**src/rtl/uart_rx_core.sv**
```systemverilog
// ---------------------------------------------------------------------------
// uart_rx_core
// 8N1 UART receiver. The asynchronous rx line is synchronised, oversampled 16x,
// and each bit is decided by a majority vote of three mid-bit samples. The stop
// bit is checked, and each good byte is offered through a one-entry
// valid/ready holding register.
//
// Ports
//   clk25     in   core clock
//   rst_n     in   asynchronous active-low reset
//   rx        in   serial line, asynchronous, idle high
//   rx_data   out  [7:0] received byte, valid while rx_valid=1
//   rx_valid  out  holding register full
//   rx_ready  in   consumer accepts (transfer on rx_valid & rx_ready)
//   frame_err out  one-cycle pulse: stop bit sampled low
//   overrun   out  one-cycle pulse: byte completed while holding reg full
//   busy      out  receiver is not idle
// ---------------------------------------------------------------------------
module uart_rx_core #(
  parameter int CLK_HZ = 25175000,
  parameter int BAUD   = 115200,
  parameter int OVS    = 16
) (
  input  logic       clk25,
  input  logic       rst_n,
  input  logic       rx,
  output logic [7:0] rx_data,
  output logic       rx_valid,
  input  logic       rx_ready,
  output logic       frame_err,
  output logic       overrun,
  output logic       busy
);

  localparam int DIV_RAW = (CLK_HZ + BAUD * 8) / (BAUD * 16);
  localparam int DIV     = (DIV_RAW < 1) ? 1 : DIV_RAW;
  localparam int TW      = (DIV > 1) ? $clog2(DIV) : 1;

  localparam logic [TW-1:0] TMAX    = TW'(DIV - 1);
  localparam logic [3:0]    OS_LAST = 4'(OVS - 1);
  localparam logic [3:0]    OS_S0   = 4'(OVS / 2 - 1);
  localparam logic [3:0]    OS_S1   = 4'(OVS / 2);
  localparam logic [3:0]    OS_S2   = 4'(OVS / 2 + 1);

  typedef enum logic [2:0] {
    S_IDLE,
    S_START,
    S_DATA,
    S_STOP,
    S_BREAK
  } state_t;

  state_t r_state;
  state_t w_state_nxt;

  logic          r_sync1;
  logic          r_rxs;
  logic          r_rxs_d;
  logic [TW-1:0] r_tcnt;
  logic [3:0]    r_os;
  logic [2:0]    r_bit_idx;
  logic          r_s0;
  logic          r_s1;
  logic [7:0]    r_shift;

  logic w_fall;
  logic w_tick;
  logic w_mid;
  logic w_end;
  logic w_maj;
  logic w_stop_mid;
  logic w_good;
  logic w_bad;
  logic w_take;

  function automatic logic f_maj(input logic a, input logic b, input logic c);
    return (a & b) | (a & c) | (b & c);
  endfunction

  // Synchroniser: resets to the idle level so release never looks like a start
  always_ff @(posedge clk25 or negedge rst_n) begin
    if (!rst_n) begin
      r_sync1 <= 1'b1;
      r_rxs   <= 1'b1;
      r_rxs_d <= 1'b1;
    end else begin
      r_sync1 <= rx;
      r_rxs   <= r_sync1;
      r_rxs_d <= r_rxs;
    end
  end

  assign w_fall = r_rxs_d & ~r_rxs;
  assign w_tick = (r_state != S_IDLE) && (r_tcnt == TMAX);
  assign w_mid  = w_tick && (r_os == OS_S2);
  assign w_end  = w_tick && (r_os == OS_LAST);
  // Third vote is the live synchronised sample taken on the deciding tick
  assign w_maj  = f_maj(r_s0, r_s1, r_rxs);

  // Tick divider and oversample counter: parked at zero while idle so that a
  // start edge always begins a fresh bit period
  always_ff @(posedge clk25 or negedge rst_n) begin
    if (!rst_n) begin
      r_tcnt <= '0;
      r_os   <= 4'd0;
    end else if (r_state == S_IDLE) begin
      r_tcnt <= '0;
      r_os   <= 4'd0;
    end else if (r_tcnt == TMAX) begin
      r_tcnt <= '0;
      r_os   <= r_os + 4'd1;
    end else begin
      r_tcnt <= r_tcnt + 1'b1;
    end
  end

  always_ff @(posedge clk25 or negedge rst_n) begin
    if (!rst_n) begin
      r_bit_idx <= 3'd0;
    end else if (r_state == S_START) begin
      r_bit_idx <= 3'd0;
    end else if ((r_state == S_DATA) && w_end) begin
      r_bit_idx <= r_bit_idx + 3'd1;
    end
  end

  // Sample / shift datapath: always overwritten before use, so no reset
  always_ff @(posedge clk25) begin
    if (w_tick && (r_os == OS_S0)) r_s0 <= r_rxs;
    if (w_tick && (r_os == OS_S1)) r_s1 <= r_rxs;
    if ((r_state == S_DATA) && w_mid) r_shift <= {w_maj, r_shift[7:1]};
  end

  // FSM state register
  always_ff @(posedge clk25 or negedge rst_n) begin
    if (!rst_n) r_state <= S_IDLE;
    else        r_state <= w_state_nxt;
  end

  // FSM next state
  always_comb begin
    w_state_nxt = r_state;
    case (r_state)
      S_IDLE:  if (w_fall) w_state_nxt = S_START;
      S_START: begin
        if (w_mid && w_maj) w_state_nxt = S_IDLE;
        else if (w_end)     w_state_nxt = S_DATA;
      end
      S_DATA:  if (w_end && (r_bit_idx == 3'd7)) w_state_nxt = S_STOP;
      // Stop is decided at mid-bit so the next start edge is never missed
      S_STOP:  if (w_mid) w_state_nxt = w_maj ? S_IDLE : S_BREAK;
      S_BREAK: if (r_rxs) w_state_nxt = S_IDLE;
      default: w_state_nxt = S_IDLE;
    endcase
  end

  // FSM outputs
  always_comb begin
    busy = (r_state != S_IDLE);
  end

  assign w_stop_mid = (r_state == S_STOP) && w_mid;
  assign w_good     = w_stop_mid & w_maj;
  assign w_bad      = w_stop_mid & ~w_maj;
  // A drain in the same cycle frees the slot for the new byte
  assign w_take     = w_good & (~rx_valid | rx_ready);

  // Holding register and status pulses
  always_ff @(posedge clk25 or negedge rst_n) begin
    if (!rst_n) begin
      rx_data   <= 8'h00;
      rx_valid  <= 1'b0;
      frame_err <= 1'b0;
      overrun   <= 1'b0;
    end else begin
      frame_err <= w_bad;
      overrun   <= w_good & rx_valid & ~rx_ready;
      if (w_take) begin
        rx_data  <= r_shift;
        rx_valid <= 1'b1;
      end else if (rx_valid && rx_ready) begin
        rx_valid <= 1'b0;
      end
    end
  end

endmodule

```
**config.mk**
```make
export PLATFORM = sky130hd
export DESIGN_NAME = uart_rx_core
export DESIGN_NICKNAME = d
export VERILOG_FILES = /design/src/rtl/uart_rx_core.sv
export SDC_FILE = /design/constraint.sdc
export NUM_CORES = 1
export LEC_CHECK = 0
export ABC_AREA = 1
export ABC_CLOCK_PERIOD_IN_PS = 1500
export BUFFER_PORTS_ARGS = -buffer_cell sky130_fd_sc_hd__buf_2
export CAP_MARGIN = 20
export CORE_MARGIN = 10
export CORE_UTILIZATION = 52
export CTS_CLUSTER_DIAMETER = 120
export DETAILED_ROUTE_END_ITERATION = 16
export PLACE_DENSITY = 0.72
export SYNTH_ARGS = -nofsm -noshare
export SYNTH_HDL_FRONTEND = slang
export SYNTH_SLANG_ARGS = --single-unit
```
**constraint.sdc**
```tcl
create_clock -name clk25 -period 1.5 [get_ports clk25]
set_input_delay 0.375 -clock clk25 [delete_from_list [all_inputs] [get_ports clk25]]
set_output_delay 0.375 -clock clk25 [all_outputs]
set_load 0.02 [all_outputs]
```
==> flow_summary.json <==
{
  "total_leakage_power_nw": 1.01,
  "reg2reg_to": "rx_data[5]$_DFFE_PN0P_",
  "synth_edf_count": 10,
  "wl_per_cell_um": 14.2,
  "cts_tree": "done",
  "violations": "negative hold slack, negative setup slack",
  "maxSlewViolCount": 0,
  "cts_sinks": 38,
  "dieArea_um2": 6030,
  "peakVddDrop_mv": 0.981,
  "post-route-util": 0.707,
  "synth_common_cells": "44 x nand2_1, 25 x dfrtp_1, 17 x nor2_1",
  "setup_ws_ns": -0.0897,
  "synth_top_area_cell": "dfrtp_1",
  "post-place-ws_ns": -0.0533,
  "grt_pass1_wl_mm": 6.21,
  "rsz0062_at_grt": "yes",
  "criticalPathCategory": "register to register",
  "start_util": 0.552,
  "final_cell_area_um2": 2210,
  "antenna_left": 0,
  "hold_path_class": "input pin to async pin",
  "ys.flop_type": "dfrtp_1",
  "clock_latency_ns": 0.37,
  "place_congestion": 0.820,
  "root_buffer": "clkbuf_4",
  "avgSynthCellArea_um2": 9.87,
  "clk_path_buf_depth": 2,
  "grt_pass1_vias": 1358,
  "pwr_density_cell_nw_per_um2": 1300,
  "critical_path.endpoint": "rx_data[5]$_DFFE_PN0P_",
  "ys.warnings.count": 0,
  "cp.required_ns": 1.82,
  "synth_area_um2": 1730,
  "coreArea_um2": 3130,
  "crit_start": "r_tcnt[1]$_DFF_PN0_",
  "vias": 1331,
  "drive_gt1_frac": 0.384,
  "post-route-period-util": 1.06,
  "die_y_um": 77.6,
  "num_antenna_cells": 0,
  "viasPerCell": 5.12,
  "synth_cell_types": 27,
  "dr.pass1.iters": 5,
  "cts_max_level": 2,
  "setup.worst_path.start_class": "register",
  "async_reset_ff_frac": 0.737,
  "syn_nets": 186,
  "reg2reg_slack_ns": -0.09,
  "clock.fmax_ghz": 0.629,
  "drc": 0,
  "slew_headroom": 0.599,
  "area_delta_synth_final_pct": 28.1,
  "placed_area_um2": 1920,
  "finalWirelength_mm": 3.70,
  "io_buffers": 15,
  "rows": 20,
  "r2r_cells": 10,
  "hold_violations": 10,
  "grt_max_degree": 29,
  "critPathArrivalTime_ns": 1.91,
  "clk_pin_slew_ns": 0.13,
  "fin_crit_ns": 1.59,
  "cp_max_fo": 8,
  "antenna_found_initial": 0,
  "maxCapViolCount": 0,
  "timing.hold.ws_ns": -0.00383,
  "track_usage": 0.128,
  "ys_ff_latch": 38,
  "io_pins": 16,
  "setup_viol": 23,
  "synth_top_area_frac": 0.362,
  "tightest_slew_ns": 0.602,
  "synth_area_leaders": "dfrtp_1 36%, edfxtp_1 17%, nand2_1 9.6%",
  "final_nets": 226,
  "yosysMostFrequentCell": "nand2_1",
  "dp_hpwl_mm": 2.42,
  "power_mw": 2.88,
  "finClkSkew_ns": 0.0168,
  "dieWidth_um": 77.6,
  "yosysSeqAreaShare": 0.582,
  "netlist_instances": 175,
  "rr_startpoint": "r_tcnt[1]$_DFF_PN0_",
  "cts_hold_buf": 0,
  "drt_iter0_markers": 130,
  "gr-total-overflow": 0,
  "cp-end-kind": "register",
  "run_status": "complete, but fails checks",
  "cts_buffers": 5
}
flip-flops by register name (all words and copies together), names as in the netlist:
signal	cells
rx_valid	1
r_s1	1
r_shift	8
r_bit_idx	3
overrun	1
frame_err	1
r_sync1	1
rx_data	8
r_state	3
r_s0	1
r_tcnt	4
r_rxs_d	1
r_rxs	1
r_os	4
stage by stage:
step / cells / setup TNS, ns / hold WS, ns
floorplan: 175 / 0 / 0.0794
global placement: 241 / 0 / 0.351
detailed placement: 241 / -0.769 / 0.350
CTS: 255 / -0.152 / 0.0135
global route: 260 / -3.48 / 0.0366
finish: 260 / -0.910 / -0.00383
cells by family after synthesis:
kind of cell	share of synthesized area
xor+xnor	0.0152
fa+ha+maj	0.0507
simple gates	0.280
buf+inv	0.0464
flops	0.582
compound gates	0.0254
worst min-delay path by stage:
| stage | start | endpoint | slack, ns | depth (start not counted) |
|---|---|---|---|---|
| 6_report | rst_n | rx_data[7]$_DFFE_PN0P_ | -0.004 | 1 |
| 2_1_floorplan | rst_n | frame_err$_DFF_PN0_ | 0.08 | 0 |
| 5_1_grt | rst_n | rx_data[7]$_DFFE_PN0P_ | 0.04 | 1 |
| 3_3_place_gp | r_sync1$_DFF_PN1_ | r_rxs$_DFF_PN1_ | 0.35 | 0 |
| 4_1_cts | rst_n | rx_data[7]$_DFFE_PN0P_ | 0.01 | 1 |
| 3_5_place_dp | r_sync1$_DFF_PN1_ | r_rxs$_DFF_PN1_ | 0.35 | 0 |
final cells by class:
cell class | count | area (um2)
inverter | 20 | 82.6
sequential | 38 | 1010
clock inverter | 3 | 45.0
multi-input combinational | 116 | 757
tap | 44 | 55.1
clock buffer | 5 | 37.5
timing repair buffer | 34 | 228
fill | 225 | 916
cell usage in the layout (no fill, tap or decap), types with 2 or more instances in the layout:
cell and count:
nor3_1 3, buf_2 14, edfxtp_1 10, nand3_4 4, xnor2_1 3, ha_1 5, nand2_2 2, nand3_2 6
ha_2 2, dfrtp_2 2, nor3_4 2, dfrtp_1 23, buf_4 18, clkinvlp_4 2, nand2_4 2, nand2_1 43
nor2_2 5, nand3_1 10, inv_2 4, o21ai_0 5, nor2_4 7, dfstp_2 3, clkbuf_4 5, inv_1 13
nor2_1 12, buf_6 2
power by group:
part | internal (mW) | leakage, nW | switching, mW
Combinational | 0.377 | 0.511 | 0.572
Sequential | 1.14 | 0.460 | 0.0764
Clock | 0.349 | 0.0374 | 0.364
routing by layer:
metal	wire [um]	track usage
met3	178	0.0576
met4	92	0.0547
met2	1850	0.201
met1	1580	0.148
met5	0	0
timing repair:
item,in CTS,in global routing
setup endpoints to repair,20,25
gates resized for setup,16,17
pin swaps,7,11
setup buffers,6,5
critical path, cell delays in order, from the launching register on:
cell,delay [ns]
dfrtp_1,0.40
inv_1,0.06
ha_2,0.18
inv_2,0.04
nor2_4,0.19
nand2_4,0.08
clkinv_4,0.06
nand3_4,0.10
nor2_4,0.24
nand3_1,0.12
nand2_1,0.07
No activity file was read; power rests on OpenSTA's default activity.
